<file path="config.mk">
export PLATFORM = sky130hd
export DESIGN_NAME = ov7670_sccb_config_sequencer
export DESIGN_NICKNAME = d
export VERILOG_FILES = /design/src/rtl/ov7670_sccb_config_sequencer.sv
export SDC_FILE = /design/constraint.sdc
export NUM_CORES = 1
export LEC_CHECK = 0
export CORE_ASPECT_RATIO = 0.5
export CORE_UTILIZATION = 33
export DETAILED_ROUTE_END_ITERATION = 7
export GPL_ROUTABILITY_DRIVEN = 0
export GPL_TIMING_DRIVEN = 1
export PLACE_DENSITY = 0.67
export SKIP_LAST_GASP = 1
export SYNTH_ARGS = -nofsm -noshare
export SYNTH_HDL_FRONTEND = slang
export SYNTH_SLANG_ARGS = --single-unit
</file>
<file path="constraint.sdc">
create_clock -name iCLK -period 5.3 [get_ports iCLK]
set_clock_uncertainty 0.15 [all_clocks]
set_input_delay 1.06 -clock iCLK [delete_from_list [all_inputs] [get_ports iCLK]]
set_output_delay 1.06 -clock iCLK [all_outputs]
set_load 0.1 [all_outputs]
</file>
<file path="src/rtl/ov7670_sccb_config_sequencer.sv">
// -----------------------------------------------------------------------------
// ov7670_sccb_config_sequencer
//
// Walks the OV7670 configuration LUT ({reg_addr, value} per entry) and issues
// one SCCB transaction per entry to a shared byte master over a req/done
// handshake. The leading READ_ENTRIES entries are ID reads whose returned byte
// must match the LUT value byte; the rest are register writes. A settle delay
// is inserted after power-up/restart and after a soft-reset write (reg 0x12,
// bit7 set). NACKed transactions are retried up to MAX_RETRY times.
//
// Ports:
//   iCLK, iRST_N        clock, asynchronous active-low reset
//   i_start             restart pulse, honoured only once done or errored
//   LUT_INDEX/LUT_DATA  LUT address out, combinational LUT entry in
//   o_req/o_rd/o_addr/o_wdata   transaction request to the SCCB master
//   i_done/i_nack/i_rdata       completion pulse, NACK flag and read byte
//   o_busy/o_cfg_done/o_cfg_err status to the capture pipeline
//   o_err_index         LUT index of the entry that caused the error
// -----------------------------------------------------------------------------
module ov7670_sccb_config_sequencer #(
  parameter int LUT_SIZE      = 187,
  parameter int READ_ENTRIES  = 2,
  parameter int POWERUP_DELAY = 1_250_000,
  parameter int RESET_DELAY   = 125_000,
  parameter int MAX_RETRY     = 3
) (
  input  logic        iCLK,
  input  logic        iRST_N,
  input  logic        i_start,
  output logic [7:0]  LUT_INDEX,
  input  logic [15:0] LUT_DATA,
  output logic        o_req,
  output logic        o_rd,
  output logic [7:0]  o_addr,
  output logic [7:0]  o_wdata,
  input  logic        i_done,
  input  logic        i_nack,
  input  logic [7:0]  i_rdata,
  output logic        o_busy,
  output logic        o_cfg_done,
  output logic        o_cfg_err,
  output logic [7:0]  o_err_index
);

  localparam int RW = (MAX_RETRY < 1) ? 1 : $clog2(MAX_RETRY + 1);

  localparam logic [20:0] PWR_LAST  = 21'(POWERUP_DELAY - 1);
  localparam logic [20:0] RST_LAST  = 21'(RESET_DELAY - 1);
  localparam logic [7:0]  LAST_IDX  = 8'(LUT_SIZE - 1);
  localparam logic [7:0]  RD_LIMIT  = 8'(READ_ENTRIES);
  localparam logic [RW-1:0] RETRY_MAX = RW'(MAX_RETRY);

  typedef enum logic [2:0] {
    S_PWR, S_FETCH, S_REQ, S_RST, S_NEXT, S_DONE, S_ERR
  } state_t;

  state_t        state, state_next;
  logic [20:0]   dly_cnt;
  logic [RW-1:0] retry;

  // Transaction outcome, evaluated only while a done pulse is seen in S_REQ.
  logic can_retry, id_mismatch, soft_rst, last_entry;

  assign can_retry   = (retry < RETRY_MAX);
  assign id_mismatch = o_rd && (i_rdata != o_wdata);
  assign soft_rst    = !o_rd && (o_addr == 8'h12) && o_wdata[7];
  assign last_entry  = (LUT_INDEX == LAST_IDX);

  // NOTE: sequential state uses non-blocking assignments so every register
  // samples pre-edge values, independent of block ordering.
  always_ff @(posedge iCLK or negedge iRST_N) begin
    if (!iRST_N) state <= S_PWR;
    else         state <= state_next;
  end

  // NOTE: next state gets a default first so no path can infer a latch.
  always_comb begin
    state_next = state;
    unique case (state)
      S_PWR:   if (dly_cnt == PWR_LAST) state_next = S_FETCH;
      S_FETCH: state_next = S_REQ;
      S_REQ: begin
        if (i_done) begin
          if (i_nack)           state_next = can_retry ? S_FETCH : S_ERR;
          else if (id_mismatch) state_next = S_ERR;
          else if (soft_rst)    state_next = S_RST;
          else                  state_next = S_NEXT;
        end
      end
      S_RST:   if (dly_cnt == RST_LAST) state_next = S_NEXT;
      S_NEXT:  state_next = last_entry ? S_DONE : S_FETCH;
      S_DONE,
      S_ERR:   if (i_start) state_next = S_PWR;
      default: state_next = S_PWR;
    endcase
  end

  // Datapath registers. The delay counter counts cycles spent in the current
  // state and restarts at zero on every state change, which gives both the
  // power-up and the soft-reset settle windows without separate clears.
  always_ff @(posedge iCLK or negedge iRST_N) begin
    if (!iRST_N) begin
      dly_cnt     <= '0;
      LUT_INDEX   <= '0;
      o_rd        <= 1'b0;
      o_addr      <= '0;
      o_wdata     <= '0;
      retry       <= '0;
      o_err_index <= '0;
    end else begin
      dly_cnt <= (state_next != state) ? 21'd0 : dly_cnt + 21'd1;

      unique case (state)
        S_FETCH: begin
          o_addr  <= LUT_DATA[15:8];
          o_wdata <= LUT_DATA[7:0];
          o_rd    <= (LUT_INDEX < RD_LIMIT);
        end
        S_REQ: begin
          if (i_done) begin
            if (i_nack) begin
              if (can_retry) retry       <= retry + RW'(1);
              else           o_err_index <= LUT_INDEX;
            end else if (id_mismatch) begin
              o_err_index <= LUT_INDEX;
            end else begin
              retry <= '0;
            end
          end
        end
        S_NEXT: if (!last_entry) LUT_INDEX <= LUT_INDEX + 8'd1;
        S_DONE,
        S_ERR: begin
          if (i_start) begin
            retry     <= '0;
            LUT_INDEX <= '0;
          end
        end
        default: ;
      endcase
    end
  end

  // Handshake and status decode straight from state, so an asynchronous
  // reset drops o_req immediately and abandons any outstanding request.
  assign o_req      = (state == S_REQ);
  assign o_cfg_done = (state == S_DONE);
  assign o_cfg_err  = (state == S_ERR);
  assign o_busy     = !(o_cfg_done || o_cfg_err);

endmodule

</file>
# Yosys cells after proc, flatten, opt, wreduce, memory -nomap -nowiden
# Index checks and enable logic that the tools add are counted.
word_totals:
  output_inout_bits: 37
  ff_bits: 59
op_classes:
  eq_ne: 18
  n_mux: 23
  reduce_logical: 14
  n_addsub: 3
  magnitude_cmp: 2
ops:
  columns: ["cell", "count"]
  rows:
  - ["8-bit two-way mux", 5]
  - ["3-bit two-way mux", 9]
  - ["21-bit by 1-bit adder with 21-bit output (second input constant)", 1]
  - ["21-bit by 17-bit equality test with 1-bit output (second input constant)", 1]
  - ["21-bit equality test (second input constant)", 1]
  - ["21-bit two-way mux", 1]
  - ["3-bit case mux with 6 select lines", 1]
  - ["8-bit case mux with 2 select lines", 1]
  - ["2-bit two-way mux", 5]
  - ["3-bit equality test (second input constant)", 3]
  - ["8-bit by 1-bit adder with 8-bit output (second input constant)", 1]
  - ["8-bit by 5-bit equality test with 1-bit output (second input constant)", 1]
  - ["8-bit equality test (second input constant)", 1]
  - ["8-bit by 2-bit less-than comparator with 1-bit output (second input constant)", 1]
  - ["8-bit != test", 1]
  - ["3-bit by 2-bit equality test with 1-bit output (second input constant)", 2]
  - ["2-bit != test (second input constant)", 3]
  - ["2-bit nonzero test", 3]
  - ["5-bit AND reduction", 1]
  - ["2-bit case mux with 2 select lines", 1]
  - ["4-bit AND reduction", 1]
  - ["3-bit by 1-bit equality test with 1-bit output (second input constant)", 1]
  - ["1-bit logical AND", 3]
  - ["3-bit zero test", 1]
  - ["10 further kinds", 11]

# Logic depth before layout (Yosys ltp)
# Gate-level depths: netlist of run 1.
logic_depth:
  word_depth: 10
  mapped_depth: 9

# Worst setup path before layout of run 1
# OpenSTA, ideal clock, no wires.
synth_path:
  path_kind: "flip-flop to output port"
  from: "register state[0]"
  to: "output port o_req"
  path_slack_ns: 1.275
  arrival_time_ns: 2.815
  stages_incl_launch_ff: 4
  n_path_buf: 2
  path_cell_list: "dfrtp_1 buf_2 clkbuf_1 nor3_1"
synth_between:
  elab_chain_len: 1
synth_lines:
  columns: ["item", "line", "source"]
  rows:
  - ["start, declared", "57", "state_t state, state_next;"]
  - ["start signal, assigned", "73", "else state <= state_next;"]
  - ["3-bit by 2-bit equality test with 1-bit output", "146", "assign o_req = (state == S_REQ);"]
  - ["end, declared", "32", "output logic o_req,"]
# No other way between the ends.

# Worst setup path in the final report of run 1
layout_path:
  from: "register state[0]"
  to: "output port o_busy"
layout_between:
  elab_chain_len: 3
layout_lines:
  columns: ["item", "line", "source"]
  rows:
  - ["3-bit equality test (on tied branches)", "147, 148", null]
  - ["1-bit logical OR (*)", "149", "assign o_busy = !(o_cfg_done || o_cfg_err);"]
  - ["1-bit zero test (*)", "149", null]
  - ["end, declared", "39", "output logic o_busy,"]
# Mark *: on every way between the ends. The rest lies on a longest branch, timed or not.

==> results of run 1 <==
synth_stat cells (6+ instances only):
cell,number,area share [%]
and3_1,6,1.0
nor2_1,9,0.93
mux2_2,24,7.5
buf_2,10,1.4
nor4_1,7,1.2
nor3_1,10,1.4
mux2i_1,21,5.8
nand2_1,12,1.2
or3_1,9,1.6
xnor2_1,9,2.2
dfrtp_1,59,41
and4_1,7,1.7
xor2_1,17,4.1
nand4_1,12,2.1
nand3_1,30,4.2
o21a_1,7,1.5
nand3b_1,9,1.9
o21ai_0,10,1.4
clkbuf_1,7,0.73
inv_1,9,0.93
area by class of cell:
cell class	count	share of cell area, %
Clock buffer	14	5.72
Clock inverter	2	0.217
Inverter	10	0.922
Multi-Input combinational cell	260	42.7
Sequential cell	59	32.0
Tap cell	140	3.80
Timing Repair Buffer	69	14.6
per-layer routing:
metal / share of wire (%) / up-vias / GRT usage, %
li1: - / 1432 / -
met1: 47 / 1418 / 23.3
met2: 47 / 52 / 25.9
met3: 4.4 / 6 / 4.49
met4: 0.98 / 0 / 6.06
met5: 0 / - / 0
kinds of logic (layout without fill, tap and decap cells):
family / after synthesis / in the layout / synth area share [%]
fa+ha+maj: 4 / 4 / 1.38
buf+inv: 31 / 95 / 4.67
xor+xnor: 26 / 26 / 6.30
compound gates: 50 / 50 / 10.2
simple gates: 135 / 135 / 23.3
flops: 59 / 59 / 40.8
mux: 45 / 45 / 13.3
registers in the layout (all words and copies together), names as in the netlist:
signal       cells
LUT_INDEX        8
dly_cnt         21
o_addr           8
o_err_index      8
o_rd             1
o_wdata          8
retry            2
state            3
metrics by stage:
stage               cells  power (mW)  cell area, um2
floorplan             350        1.85            3610
global placement      538        2.16            4340
detailed placement    538        2.19            4340
CTS                   554        2.73            4610
global route          554        2.83            4610
finish                554        2.71            4610
worst max path at each step:
stage / start / endpoint / slack (ns)
after floorplan: state[0] / o_req / 1.27
after global placement: i_nack / dly_cnt[18] / 1.73
after detailed placement: i_nack / dly_cnt[17] / 1.64
after CTS: state[0] / o_busy / 1.31
after global routing: state[0] / o_busy / 1.18
final: state[0] / o_busy / 1.32
where the power goes:
group | internal, mW | switching [mW]
clock network | 0.340 | 0.193
registers | 0.577 | 0.152
logic | 0.411 | 1.04
worst max-delay path, delay by kind of cell, from the launching register on:
family,cells,cell delay (ns)
AND/OR/NAND/NOR,1,0.25
buffers and inverters,1,1.19
flip-flops,1,0.77
XOR/XNOR,1,0.21
==> metrics.txt, run 1 <==
Post-CTS Resized=0; Setup WS pre-CTS=1.64 ns; Worst R2R Setup Slack=2.43 ns; FMAX=251 MHz; fillcell total=1010; min cycle time layout=3.98 ns; fin crit share=75.2%; WL final=8900 um; count of final hold-check violations=0; min-delay worst type=reg2reg; largest net degree at the start of global routing=60; ys flop type=dfrtp_1; hold slack=0.353 ns; Critical Path, Cell by Cell=xnor2_1, nand2b_1, clkdlybuf4s50_1; Root Driver=clkbuf_16; ANT nets after route=0; fin nets=442; Initial Util=34.7%; TritonCTS buffer count=9; ys async rst share=100%; Multi-input gate area=1970 um2; Net Count, Synth=383; total track usage=17.1%; Hold Path Depth=1; vias in the first global route=2869; fin util=44.3%; sequential share of the synthesized area=40.8%; Cell Rows=26; worst setup path class=reg2out; CTS tree=done; CTS max path bufs=2; Critical Path End Type=primary output; Mapped Cells=350; warnings from Yosys=0; Worst R2R Start=state[0]; WL/cell=16.1 um; EDFF count, synth=0; RSZ-0062 raised after global routing=false; DRC=0; syn avg cell area=10.3 um2; slowest stage delay, CP=1.19 ns; crit path launch type=flip-flop; Max IR drop VDD=333 uV; ANT cells=0; reg-to-reg endpoint=dly_cnt[17]; fraction of layout instances using a drive strength above 1=13.5%; first-pass detailed-route iteration total=4; Yosys cell types=55; Final TNS setup=0 ns; Layout area overhead=27.6%; hold_sp=o_err_index[1]; highest net fanout along the worst path=22; Core ar.=10400 um2; post-synthesis instance area=3610 um2; post-route setup slack=1.32 ns; clk slew on worst S/H paths=0.05 ns; Tightest Pin Transition=1.25 ns; critical path required time=4.09 ns; Reg2Reg Depth=5; Leak=1.85 nW; hold buffers post-CTS=0; input/output buffers=65; Worst Hold End=o_err_index[1]; vias per cell=5.25; Reg area=1480 um2; Worst EP arrival=2.77 ns; first-pass GRT wire length=15200 um; Cell Pwr Density=587 nW/um2; most common cell after layout, fill and taps aside=clkdlybuf4s50_1; Die Height=76.0 um; CTS Sinks=59; initial antenna violation count=0; Ports=66; H-tree Lvls=3; total die area=11400 um2; MaxCap Viol Count=0; setup violators final=0; post-CTS setup buffer count=0; CP max-delay cell=clkdlybuf4s50_1; flip-flop and latch count after synthesis=59; most frequent cells in the layout=64 x clkdlybuf4s50_1, 59 x dfrtp_1, 30 x nand3_1; Max Transition Viols Final=0; worst skew pair latency=0.33 ns; die width=150 um; DRT iter0 DRCs=211; gr ovfl total=0; Vias=2908; outcome=finished clean; HPWL Detailed=6160 um; Slew HR=16.7%
(Power assumes the default switching activity.)
==> run 2: changes to the inputs <==
Settings changed: PLACE_DENSITY 0.67 to 0.69.
Clock period 5.3 ns to 3.43 ns, I/O delays scaled along.
==> metrics.txt, run 2 (synthesis gave the netlist of run 1 again) <==
Ports=66 (unchanged); post-route setup slack=0.521 ns (was 1.32 ns); setup violators final=0 (unchanged); CTS Sinks=59 (unchanged); Max Transition Viols Final=0 (unchanged); Post-CTS Resized=0 (unchanged); MaxCap Viol Count=0 (unchanged); Tightest Pin Transition=1.20 ns (was 1.25 ns); first-pass GRT wire length=15000 um (was 15200 um); total track usage=16.9% (was 17.1%); H-tree Lvls=3 (unchanged); first-pass detailed-route iteration total=5 (was 4); Slew HR=19.7% (was 16.7%); Core ar.=10400 um2 (unchanged); Critical Path End Type=flip-flop (was primary output); RSZ-0062 raised after global routing=false (unchanged); fraction of layout instances using a drive strength above 1=24.2% (was 13.5%); Worst EP arrival=3.01 ns (was 2.77 ns); worst skew pair latency=0.34 ns (was 0.33 ns); hold buffers post-CTS=0 (unchanged); WL/cell=15.8 um (was 16.1 um); vias per cell=5.27 (was 5.25); CTS max path bufs=2 (unchanged); min cycle time layout=2.91 ns; largest net degree at the start of global routing=50 (was 60); critical path required time=3.53 ns (was 4.09 ns); TritonCTS buffer count=9 (unchanged); crit path launch type=input port (was flip-flop); gr ovfl total=0 (unchanged); FMAX=344 MHz; DRC=0 (unchanged); CTS tree=done (unchanged); max reg flops=21 (unchanged); count of final hold-check violations=0 (unchanged); WL final=8840 um (was 8900 um); total die area=11400 um2 (unchanged); most frequent cells in the layout=59 x dfrtp_1, 45 x buf_4, 30 x nand3_1 (was 64 x clkdlybuf4s50_1, 59 x dfrtp_1, 30 x nand3_1); DRT iter0 DRCs=196 (was 211); outcome=finished clean (unchanged); Initial Util=34.7% (unchanged); most common cell after layout, fill and taps aside=dfrtp_1 (was clkdlybuf4s50_1); Cell Pwr Density=933 nW/um2 (was 587 nW/um2); most flop-heavy register=dly_cnt (unchanged); Layout area overhead=27.5% (was 27.6%); Max IR drop VDD=581 uV (was 333 uV); min-delay worst type=reg2reg (unchanged); Vias=2940 (was 2908); ANT nets after route=0 (unchanged); fin nets=446 (was 442); post-CTS setup buffer count=0 (unchanged); fin crit share=84.8%; Final TNS setup=0 ns (unchanged); Root Driver=clkbuf_16 (unchanged); HPWL Detailed=6190 um (was 6160 um); worst setup path class=in2reg (was reg2out); clk slew on worst S/H paths=0.05 ns (about the same); Die Height=76.0 um (unchanged); Leak=1.94 nW (was 1.85 nW); highest net fanout along the worst path=28 (was 22); initial antenna violation count=0 (unchanged); die width=150 um (unchanged); Cell Rows=26 (unchanged); input/output buffers=65 (unchanged); ANT cells=0 (unchanged); vias in the first global route=2848 (was 2869); Setup WS pre-CTS=0.200 ns (was 1.64 ns)
==> run 2: changes by cell type in the layout (fill, tap and decap cells not counted), sizes merged <==
| cell | before | now |
|---|---|---|
| inv | 10 | 11 |
| clkdlybuf4s50 | 64 | 27 |
| clkbuf | 14 | 9 |
| buf | 5 | 46 |
| clkinvlp | 0 | 2 |
| bufinv | 0 | 2 |
==> run 2: power by group <==
group	switching (mW)	leakage, nW	internal, mW
logic	1.61	1.02	0.590
clock network	0.344	0.152	0.640
registers	0.224	0.767	0.891
==> run 2: cell type report <==
| class | count | area [um2] |
|---|---|---|
| fill | 1027 | 5800 |
| multi-input combinational | 260 | 1970 |
| sequential | 59 | 1480 |
| timing repair buffer | 73 | 613 |
| clock buffer | 9 | 225 |
| tap | 140 | 175 |
| clock inverter | 7 | 101 |
| inverter | 10 | 42.5 |
==> run 2: routing by layer <==
| metal | part of all wire, % | track usage, % | wire [um] |
|---|---|---|---|
| met5 | 0 | 0 | 0 |
| met4 | 0.95 | 4.85 | 84 |
| met3 | 4.2 | 4.67 | 368 |
| met2 | 47 | 26.3 | 4110 |
| met1 | 48 | 22.8 | 4270 |
==> run 2: worst max-delay path: stages <==
cell and delay (ns):
clkdlybuf4s50_1 0.55, nand4b_1 0.36, a22oi_2 1.01, nand3_1 0.18
mux2i_1 0.21
==> run 2: worst paths after layout <==
path                                   to  slack, ns      startpoint  cells past startpoint
hold reg to reg            o_err_index[1]       0.36  o_err_index[1]                      1
min in group asynchronous  o_err_index[6]       0.41          iRST_N                      1
hold / removal             o_err_index[1]       0.36  o_err_index[1]                      1
setup / recovery              dly_cnt[15]       0.52          i_nack                      5
setup reg to reg              dly_cnt[15]       0.60       o_addr[0]                      5
max in group asynchronous     dly_cnt[15]       1.99          iRST_N                      2
==> run 2: through the flow <==
step	cells	utilization, %	cell area [um2]	hold slack (ns)	power (mW)
2_1_floorplan	350	-	3620	0.240	2.86
3_3_place_gp	542	41.1	4280	0.340	3.30
3_5_place_dp	542	41.1	4280	0.348	3.33
4_1_cts	558	44.3	4610	0.360	4.33
5_1_grt	558	44.3	4610	0.367	4.49
6_report	558	44.3	4610	0.357	4.30
==> edit: new RTL, settings of run 2 <==
The parameter `MAX_RETRY` goes from 3 to 2.
--- a/src/rtl/ov7670_sccb_config_sequencer.sv
+++ b/src/rtl/ov7670_sccb_config_sequencer.sv
@@ -22,7 +22,7 @@
   parameter int READ_ENTRIES  = 2,
   parameter int POWERUP_DELAY = 1_250_000,
   parameter int RESET_DELAY   = 125_000,
-  parameter int MAX_RETRY     = 3
+  parameter int MAX_RETRY     = 2
 ) (
   input  logic        iCLK,
   input  logic        iRST_N,
Function: same outputs for any inputs over 10 cycles, from zero or initial values and one cycle with iRST_N low; that may be too few to reach the edited logic, so the function may still have changed.
==> edit against run 2 <==
First-iteration DRC count decreased by 37%. Total power down 8.2%. Wire length is 17% lower. Synthesized cell count fell by 15%. Area after synthesis down 6.0%. Sequential cell count unchanged. Worst hold slack got worse by 0.13 ns. Core utilization grew 0.45 points. Global-route usage shrank 1.9 points. Worst setup slack better by 0.27 ns. Cell area fell by 5.6%. Critical endpoint is now o_err_index[3]$_DFFE_PN0P_. Largest power group unchanged.
==> edit: results (changes against run 2) <==
Detailed routing
  • DRT iter0 DRCs: 124 (-37%)
  • 1st-pass router iterations: 4 (-1)
  • WL per Instance: 14.6 µm (-7.7%)
  • Routed vias: 2446 (-17%)

Status
  • Status: complete, no violations

CTS
  • Worst-skew pair later-pin latency: 0.32 ns (-0.02 ns)
  • Number of setup buffers added after CTS: 0 (unchanged)
  • Clk slew on worst S/H paths: 0.05 ns (about the same)
  • Clk buf depth: 2 (unchanged)

Final layout
  • Top reg by flops: dly_cnt
  • Share of cells above drive strength 1: 33.7% (+9.5 points)
  • Final #Nets: 392 (-12%)
  • Filler cells: 881 (-14%)

Yosys
  • Seq/Total Area, Yosys: 43.4% (+2.6 points)
  • Dominant cells by area after synthesis: dfrtp_1 (43%), a211oi_2 (7.7%), mux2_2 (5.3%), xor2_1 (5.2%), mux2_4 (3.5%)
  • Synth top cells by count: dfrtp_1 (59), a211oi_2 (21), xor2_1 (20)
  • Syn Nets: 328 (-14%)

Worst setup path
  • CP max stage cell: o21ba_1
  • Max FO, Critical Path: 8 (-71%)
  • Largest stage delay on the critical path: 0.55 ns (-0.46 ns)

Power
  • Static Leak: 1.82 nW (-5.9%)
  • Max VDD drop: 0.423 mV (-27%)

GRT
  • First-pass GRT wire length: 12400 µm (-18%)
  • GRT Total Usage: 14.9% (-1.9 points)
  • Pin count of the biggest net entering global routing: 33 (-34%)

Placed design
  • Final HPWL DP: 5210 µm (-16%)

Timing
  • Slew margin rel.: 53.8% (+34 points)

Min path
  • Min-delay worst type: in -> async
-- edit: cell types whose count changed after synthesis, sizes merged, moves of 7 or more --
cell    change
or3         -7
nand3b      -9
a211oi     +25
o21a        -7
mux2i      -20
nor3        -7
nand3      -18
-- edit: final cells by class --
class | count | area share [%]
multi-input cells | 211 | 40.3
flip-flops and latches | 59 | 33.9
repair buffers | 72 | 14.2
clock buffers | 15 | 6.38
well taps | 135 | 3.88
clock inverters | 1 | 0.690
inverters | 7 | 0.604
-- edit: final timing paths --
kind	slack [ns]	start	end	depth (start not counted)
hold / removal	0.23	iRST_N	o_addr[0]$_DFFE_PN0P_	2
max in group asynchronous	2.57	iRST_N	LUT_INDEX[4]$_DFFE_PN0P_	2
min in group iCLK	0.34	dly_cnt[0]$_DFF_PN0_	dly_cnt[0]$_DFF_PN0_	1
setup reg to reg	1.02	LUT_INDEX[0]$_DFFE_PN0P_	dly_cnt[1]$_DFF_PN0_	8
setup / recovery	0.79	i_rdata[1]	o_err_index[3]$_DFFE_PN0P_	6
hold reg to reg	0.34	dly_cnt[0]$_DFF_PN0_	dly_cnt[0]$_DFF_PN0_	1
-- edit: kinds of logic (layout without fill, tap and decap cells) --
kind of cell / after synthesis / after routing / synth area share, %
simple gates: 92 / 92 / 17.7
compound gates: 64 / 64 / 16.5
flops: 59 / 59 / 43.4
xor+xnor: 27 / 27 / 6.96
buf+inv: 26 / 95 / 5.12
mux: 25 / 25 / 9.13
fa+ha+maj: 3 / 3 / 1.10
-- edit: critical path: cells and delay by family --
kind,cells,cell delay (ns)
compound gates,2,0.88
mux,1,0.35
simple gates,1,0.09
xor+xnor,1,0.22
buf+inv,1,0.47
-- edit: power by group --
group | internal (mW) | leakage (nW) | switching, mW
registers | 0.865 | 0.774 | 0.190
logic | 0.531 | 0.898 | 1.45
clock network | 0.622 | 0.150 | 0.290
total | 2.02 | 1.82 | 1.93
-- edit: metrics by stage --
stage               cell area, µm²  instances  worst slack (ns)  hold slack [ns]
floorplan                     3400        296             0.536            0.240
detailed placement            4040        484             0.459            0.337
global placement              4040        484             0.461            0.326
CTS                           4350        500             0.778            0.246
finish                        4350        500             0.791            0.230
global route                  4350        500             0.707            0.267
-- edit: routing by layer --
metal | vias to the layer above | track usage [%] | routed length (µm)
li1 | 1222 | - | -
met1 | 1182 | 20.1 | 3620
met2 | 34 | 23.5 | 3380
met3 | 8 | 4.04 | 226
met4 | 0 | 4.91 | 77
met5 | - | 0 | 0
